`src/rtl/amstrad_mmu_cfg_writer_if.sv`:
```
// Request and I/O-bus bundle for the MMU configuration writer.
// The slave modport is the writer; the master modport is whoever drives it.
interface amstrad_mmu_cfg_writer_if;
   logic        start;
   logic        en_ram;
   logic        en_rom;
   logic [7:0]  ram_cfg;
   logic        ram_hi;
   logic [7:0]  rom_sel;
   logic        cpu_busack;
   logic        cpu_busreq;
   logic        io_WR;
   logic [15:0] A;
   logic [7:0]  D;
   logic        busy;
   logic        done;

   modport master (
      output start, en_ram, en_rom, ram_cfg,
      output ram_hi, rom_sel, cpu_busack,
      input  cpu_busreq, io_WR, A, D, busy, done
   );

   modport slave (
      input  start, en_ram, en_rom, ram_cfg,
      input  ram_hi, rom_sel, cpu_busack,
      output cpu_busreq, io_WR, A, D, busy, done
   );
endinterface

```
`src/rtl/amstrad_mmu_cfg_writer.sv`:
```
// Replays the PAL MMR write (7F/7Exx) and upper-ROM select (DFxx)
// into the MMU decode path after grabbing the bus from the Z80.
module amstrad_mmu_cfg_writer #(
   parameter int SETUP_CYC  = 2,
   parameter int STROBE_CYC = 4,
   parameter int HOLD_CYC   = 2,
   parameter int CNT_W      = 4
) (
   input  logic                      CLK,
   input  logic                      reset,
   amstrad_mmu_cfg_writer_if.slave   bus
);

   typedef enum logic [3:0] {
      IDLE, REQ,
      RAM_S, RAM_W, RAM_H,
      ROM_S, ROM_W, ROM_H,
      DONE
   } state_t;

   localparam logic [CNT_W-1:0] S_LAST = CNT_W'(SETUP_CYC - 1);
   localparam logic [CNT_W-1:0] W_LAST = CNT_W'(STROBE_CYC - 1);
   localparam logic [CNT_W-1:0] H_LAST = CNT_W'(HOLD_CYC - 1);

   state_t           state_q, state_d;
   logic [CNT_W-1:0] cnt_q, cnt_d;
   logic             en_ram_q, en_rom_q, hi_q;
   logic [7:0]       ram_d_q, rom_q;

   logic             accept;
   logic             timed;
   logic [CNT_W-1:0] lim;
   state_t           nxt;

   assign accept = (state_q == IDLE) && bus.start;

   always_ff @(posedge CLK) begin
      if (reset) begin
         state_q  <= IDLE;
         cnt_q    <= '0;
         en_ram_q <= 1'b0;
         en_rom_q <= 1'b0;
         hi_q     <= 1'b0;
         ram_d_q  <= 8'h00;
         rom_q    <= 8'h00;
      end else begin
         state_q <= state_d;
         cnt_q   <= cnt_d;
         if (accept) begin
            en_ram_q <= bus.en_ram;
            en_rom_q <= bus.en_rom;
            hi_q     <= bus.ram_hi;
            // Top two MMR bits are always driven high on the bus
            ram_d_q  <= bus.ram_cfg | 8'hC0;
            rom_q    <= bus.rom_sel;
         end
      end
   end

   always_comb begin
      state_d = state_q;
      cnt_d   = '0;
      timed   = 1'b0;
      lim     = '0;
      nxt     = state_q;
      unique case (state_q)
         IDLE: begin
            if (bus.start)
               state_d = (bus.en_ram | bus.en_rom) ? REQ : DONE;
         end
         REQ: begin
            if (bus.cpu_busack)
               state_d = en_ram_q ? RAM_S : ROM_S;
         end
         RAM_S: begin timed = 1'b1; lim = S_LAST; nxt = RAM_W; end
         RAM_W: begin timed = 1'b1; lim = W_LAST; nxt = RAM_H; end
         RAM_H: begin
            timed = 1'b1;
            lim   = H_LAST;
            nxt   = en_rom_q ? ROM_S : DONE;
         end
         ROM_S: begin timed = 1'b1; lim = S_LAST; nxt = ROM_W; end
         ROM_W: begin timed = 1'b1; lim = W_LAST; nxt = ROM_H; end
         ROM_H: begin timed = 1'b1; lim = H_LAST; nxt = DONE; end
         DONE:  state_d = IDLE;
         default: state_d = IDLE;
      endcase
      if (timed) begin
         if (cnt_q == lim) state_d = nxt;
         else              cnt_d   = cnt_q + 1'b1;
      end
   end

   logic        busreq_o, wr_o, busy_o, done_o;
   logic [15:0] a_o;
   logic [7:0]  d_o;

   always_comb begin
      busreq_o = 1'b0;
      wr_o     = 1'b0;
      a_o      = 16'h0000;
      d_o      = 8'h00;
      busy_o   = (state_q != IDLE);
      done_o   = (state_q == DONE);
      unique case (state_q)
         REQ: busreq_o = 1'b1;
         RAM_S, RAM_W, RAM_H: begin
            busreq_o = 1'b1;
            wr_o     = (state_q == RAM_W);
            a_o      = {7'b0111111, ~hi_q, 8'h00};
            d_o      = ram_d_q;
         end
         ROM_S, ROM_W, ROM_H: begin
            busreq_o = 1'b1;
            wr_o     = (state_q == ROM_W);
            a_o      = 16'hDF00;
            d_o      = rom_q;
         end
         default: ;
      endcase
   end

   assign bus.cpu_busreq = busreq_o;
   assign bus.io_WR      = wr_o;
   assign bus.A          = a_o;
   assign bus.D          = d_o;
   assign bus.busy       = busy_o;
   assign bus.done       = done_o;

endmodule

```
`src/flat_wrapper.sv`:
```
// flat-port wrapper written by rule: the top's interface ports become plain ports
module amstrad_mmu_cfg_writer_flat 
#(
   parameter int SETUP_CYC  = 2,
   parameter int STROBE_CYC = 4,
   parameter int HOLD_CYC   = 2,
   parameter int CNT_W      = 4
)
  (CLK, reset, bus_start, bus_en_ram, bus_en_rom, bus_ram_cfg, bus_ram_hi, bus_rom_sel, bus_cpu_busack, bus_cpu_busreq, bus_io_WR, bus_A, bus_D, bus_busy, bus_done);
  amstrad_mmu_cfg_writer_if bus_i ();
  input  logic CLK;
  input  logic reset;
  input wire logic [$bits(bus_i.start)-1:0] bus_start;
  input wire logic [$bits(bus_i.en_ram)-1:0] bus_en_ram;
  input wire logic [$bits(bus_i.en_rom)-1:0] bus_en_rom;
  input wire logic [$bits(bus_i.ram_cfg)-1:0] bus_ram_cfg;
  input wire logic [$bits(bus_i.ram_hi)-1:0] bus_ram_hi;
  input wire logic [$bits(bus_i.rom_sel)-1:0] bus_rom_sel;
  input wire logic [$bits(bus_i.cpu_busack)-1:0] bus_cpu_busack;
  output wire logic [$bits(bus_i.cpu_busreq)-1:0] bus_cpu_busreq;
  output wire logic [$bits(bus_i.io_WR)-1:0] bus_io_WR;
  output wire logic [$bits(bus_i.A)-1:0] bus_A;
  output wire logic [$bits(bus_i.D)-1:0] bus_D;
  output wire logic [$bits(bus_i.busy)-1:0] bus_busy;
  output wire logic [$bits(bus_i.done)-1:0] bus_done;
  assign bus_i.start = bus_start;
  assign bus_i.en_ram = bus_en_ram;
  assign bus_i.en_rom = bus_en_rom;
  assign bus_i.ram_cfg = bus_ram_cfg;
  assign bus_i.ram_hi = bus_ram_hi;
  assign bus_i.rom_sel = bus_rom_sel;
  assign bus_i.cpu_busack = bus_cpu_busack;
  assign bus_cpu_busreq = bus_i.cpu_busreq;
  assign bus_io_WR = bus_i.io_WR;
  assign bus_A = bus_i.A;
  assign bus_D = bus_i.D;
  assign bus_busy = bus_i.busy;
  assign bus_done = bus_i.done;
  amstrad_mmu_cfg_writer #(.SETUP_CYC(SETUP_CYC), .STROBE_CYC(STROBE_CYC), .HOLD_CYC(HOLD_CYC), .CNT_W(CNT_W)) u_core (.CLK(CLK), .reset(reset), .bus(bus_i));
endmodule
```
`config.mk`:
```
export PLATFORM = sky130hd
export DESIGN_NAME = amstrad_mmu_cfg_writer_flat
export DESIGN_NICKNAME = d
export VERILOG_FILES = /design/src/rtl/amstrad_mmu_cfg_writer_if.sv /design/src/rtl/amstrad_mmu_cfg_writer.sv /design/src/flat_wrapper.sv
export SDC_FILE = /design/constraint.sdc
export NUM_CORES = 1
export LEC_CHECK = 0
export BUFFER_PORTS_ARGS = -buffer_cell sky130_fd_sc_hd__buf_2
export CAP_MARGIN = 20
export CORE_UTILIZATION = 49
export CTS_BUF_LIST = sky130_fd_sc_hd__clkbuf_4 sky130_fd_sc_hd__clkbuf_8 sky130_fd_sc_hd__clkbuf_16
export DETAILED_ROUTE_END_ITERATION = 16
export GPL_ROUTABILITY_DRIVEN = 0
export PLACE_DENSITY = 0.79
export SLEW_MARGIN = 0
export SYNTH_ARGS = -nofsm -noshare
export SYNTH_HDL_FRONTEND = slang
export SYNTH_SLANG_ARGS = --single-unit
```
`constraint.sdc`:
```
create_clock -name CLK -period 1.9 [get_ports CLK]
set_clock_uncertainty 0.15 [all_clocks]
set_input_delay 0.19 -clock CLK [delete_from_list [all_inputs] [get_ports CLK]]
set_output_delay 0.19 -clock CLK [all_outputs]
set_load 0.02 [all_outputs]
```
---- Yosys cells after proc, flatten, opt, wreduce, memory -nomap -nowiden ----
Index checks and enable logic that the tools add are counted.
Widths: inputs -> output; s select.
cells by class
  $add $sub $neg .......................... 1
  multiplexer cells ....................... 15
  reduce and logical (&&, ||, !) cells .... 10
  equal/unequal tests ..................... 10
  bitwise logic cells ..................... 3
operator list
  cell                 number
  $pmux 16 s2          1
  $mux 4               6
  $pmux 4 s6           1
  $eq 4x3->1 const B   4
  $pmux 8 s2           1
  $pmux 4 s3           1
  $reduce_or 3->1      3
  $eq 4x2->1 const B   2
  $ne 8x8->1 const B   1
  $reduce_or 7->1      1
  $reduce_or 6->1      1
  $add 4x1->4 const B  1
  $eq 4x1->1 const B   1
  $eq 4x2->1           1
  $eq 4x4->1 const B   1
  $logic_not 4->1      1
  $pmux 2 s2           1
  $reduce_bool 4->1    1
  $reduce_or 4->1      1
  $mux 3               1
  $mux 1               2
  $not 1->1            2
  $pmux 1 s2           1
  $reduce_or 2->1      1
  other kinds (2)      2
word-level totals
  output and inout port bits .............. 28
  flip-flop bits (word level) ............. 26
  word-level logic and storage cells ...... 46

---- Logic depth before layout (Yosys ltp) ----
  depth in word-level cells ............... 6
  depth in mapped cells ................... 7

---- Least setup slack after synthesis ----
OpenSTA, ideal clock, no wires.
  path kind ............................... reg2out
  start point ............................. register u_core.state_q[0]
  end point ............................... output bus_D[0]
  setup slack ............................. 0.073 ns
  required time ........................... 1.560 ns
  buffers on the path ..................... 1
  arrival ................................. 1.487 ns
  cell stages (with the launch flop) ...... 5
  cell sequence ........................... dfxtp_1 -> buf_4 -> or3b_4 -> a21oi_4 -> a22o_1
on the way
  cells in the longest elaborated chain, start to end .. 3
RTL lines
  what                                             line                           text
  from (decl)                                      amstrad_mmu_cfg_writer.sv:25   state_t state_q, state_d;
  from (signal assigned)                           amstrad_mmu_cfg_writer.sv:47   state_q <= state_d;
  $eq 4x3->1 / $eq 4x2->1 (equally long branches)  amstrad_mmu_cfg_writer.sv:105  unique case (state_q)
  $reduce_or 3->1                                  -
  $pmux 8 s2 (*)                                   amstrad_mmu_cfg_writer.sv:105
  to (decl)                                        flat_wrapper.sv:23             output wire logic [$bits(bus_i.D)-1:0] bus_D;
Mark *: on every way between the ends. The rest lies on a longest branch, timed or not.

---- Worst setup path after layout ----
  start point ............................. register u_core.state_q[2]
  end point ............................... output bus_D[2]
The elaborated chain is that of the path after synthesis.

==> flow_metrics.env <==
export IMPL_status="complete, but fails checks"
export IMPL_violations="negative setup slack"
export IMPL_rsz0062_at_grt="true"
export IMPL_synthCells=171
export IMPL_grt_overflow=0
export IMPL_layout_drive_gt1_share=0.339
export IMPL_synthTopCellsByCount="nand2_1 (39), dfxtp_1 (26), a21oi_1 (20)"
export IMPL_critPathCaptureType="output pin"
export IMPL_antenna_cells=0
export IMPL_viasPerCell=5.18
export IMPL_power_total_mw=1.34
export IMPL_cts_root_buf="clkbuf_4"
export IMPL_power_density_mw_per_mm2=686
export IMPL_rows=19
export IMPL_dominantRegCellSynth="dfxtp_1"
export IMPL_grt_pass1_wl_mm=5.93
export IMPL_detail_route_wl_per_cell_um=13.5
export IMPL_clk_path_buf_depth=2
export IMPL_path_class="flip-flop to output pin"
export IMPL_required_ps=1560
export IMPL_routed_wl_mm=3.57
export IMPL_leakage_nw=0.878
export IMPL_synth_most_common_cell="nand2_1"
export IMPL_fin_crit_ps=2030
export IMPL_grt_use_total=0.237
export IMPL_fmax_ghz=0.493
export IMPL_drtIter0Drc=23
export IMPL_post_dp_cell_area_mm2=0.00156
export IMPL_die_area_mm2=0.00308
export IMPL_finalInstanceArea_mm2=0.00195
export IMPL_timing_critical_path_buf_inv=1
export IMPL_netlist_top_cells_area="dfxtp_1 (37%), nand2_1 (10%), buf_4 (8.0%)"
export IMPL_dr_pass1_iters=4
export IMPL_synth_cell_type_count=36
export IMPL_fillers=209
export IMPL_worstHoldPathType="primary input to flip-flop"
export IMPL_seq_area_frac_synth=0.371
export IMPL_nets=258
export IMPL_crit_arrival_ps=1690
export IMPL_die_w_um=55.5
export IMPL_io_pins=51
export IMPL_clkSinkCount=26
export IMPL_dp_hpwl_mm=2.02
export IMPL_ir_drop_uv=532
export IMPL_grt_antenna_before_repair=0
export IMPL_ff2ff_setup_slack_ps=90
export IMPL_core_area_mm2=0.00273
export IMPL_slew_violations=0
export IMPL_grt_pass1_vias=1286
export IMPL_cap_violations=0
export IMPL_synth_top_cell_by_area="dfxtp_1"
export IMPL_synth_seq_cells=26
export IMPL_syn_area_mm2=0.00140
export IMPL_clkLatencyLatePin_ps=310
export IMPL_cts_htree_levels=1
export IMPL_finalCritPeriodShare=1.07
export IMPL_crit_family="compound AO/OA/AOI/OAI gates"
export IMPL_ant_nets=0
export IMPL_portBuffers=40
export IMPL_cp_start_kind="flip-flop"
export IMPL_fin_ws_ps=-129
export IMPL_cts_tree="done"
export IMPL_synth_top_cell_area_share=0.371
export IMPL_clkTransAtPathRegs_ps=140
export IMPL_vias=1367
export IMPL_synthArstFlopShare=0
export IMPL_grt_max_degree=23
export IMPL_synth_warnings=0
export IMPL_crit_chain="or3b_4 > a21oi_4 > a22o_1 > buf_6"
export IMPL_drc=0
export IMPL_syn_avg_cell_area_um2=8.20
export IMPL_hold_viol=0
export IMPL_synth_edf_count=0
export IMPL_setup_viol=15
export IMPL_cp_max_fo=5
export IMPL_syn_to_final_growth_pct=39.0
export IMPL_die_height_um=55.5
export IMPL_critPathMaxStageDelay_ps=420
export IMPL_cp_slowest_cell="or3b_4"
export IMPL_start_util=0.513
export IMPL_cts_made_buffers=3
==> power by group <==
group	total, mW	switching (mW)	internal [mW]
logic	0.358	0.197	0.161
clock network	0.373	0.159	0.213
registers	0.607	0.0250	0.582
total	1.34	0.381	0.956
==> stage by stage <==
step | std cells | setup WS, ps | setup TNS [ps] | hold WS, ps | utilization
2_1_floorplan | 178 | 72.7 | 0 | 176 | -
3_3_place_gp | 234 | 95.7 | 0 | 281 | 0.570
3_5_place_dp | 234 | 72.3 | 0 | 285 | 0.570
4_1_cts | 261 | -148 | -1180 | 117 | 0.686
5_1_grt | 264 | -182 | -1940 | 149 | 0.713
6_report | 264 | -129 | -1210 | 120 | 0.713
==> routing by layer <==
layer | GRT usage | part of all wire
met4 | 0.0214 | 0
met5 | 0 | 0
met2 | 0.444 | 0.55
met3 | 0.0398 | 0.045
met1 | 0.292 | 0.41
==> final timing paths <==
path / from / endpoint / cells past startpoint
worst max-delay path: u_core.state_q[2] / bus_D[2] / 4
worst min-delay path: reset / u_core.ram_d_q[6] / 2
worst max register to register: u_core.state_q[2] / u_core.state_q[2] / 7
worst min register to register: u_core.rom_q[5] / u_core.rom_q[5] / 2
==> cell type report <==
cell class	count	area [um2]	share of cell area
clock buffer	3	22.5	0.0116
clock inverter	1	30.0	0.0154
inverter	2	7.51	0.00385
multi-input combinational	129	779	0.400
sequential	26	529	0.272
tap	31	38.8	0.0199
timing repair buffer	72	542	0.278
==> placed cells by master, fill, tap and decap left out, types with 2 or more instances in the layout <==
cell,synthesis,layout
dfxtp_4,0,2
dlygate4sd3_1,0,17
dfxtp_1,26,23
o21ai_0,6,6
buf_6,3,9
conb_1,1,8
clkbuf_4,0,3
nor2_1,12,10
nor4_1,2,2
xnor2_1,2,2
inv_1,2,2
buf_4,15,16
nand2_1,39,39
mux2i_1,2,2
a21oi_4,2,3
a21oi_1,20,20
nand2b_1,2,2
a22o_1,8,8
and2_1,4,4
nand3_1,3,3
buf_2,1,30
==> kinds of logic after synthesis <==
group	Yosys count	share of synthesized area
XOR/XNOR	4	0.0303
multiplexers	2	0.0143
buffers and inverters	24	0.121
other	1	0.00267
flip-flops	26	0.371
adder cells (fa/ha/maj)	1	0.00892
AND/OR/NAND/NOR	74	0.265
AO/OA/AOI/OAI	39	0.186
==> flip-flops by register name, summed over array words and instances, names as in the netlist <==
name	flops
u_core.ram_d_q	7
u_core.en_ram_q	1
u_core.rom_q	8
u_core.hi_q	1
u_core.en_rom_q	1
u_core.cnt_q	4
u_core.state_q	4
==> repair_timing <==
action,4_1_cts,5_1_grt
resized for setup,20,12
cloned,1,0
hold endpoints to repair,18,0
pin swaps,5,7
hold buffers,17,0
setup endpoints to repair,18,19
setup buffers,5,3
(Power assumes the default switching activity.)
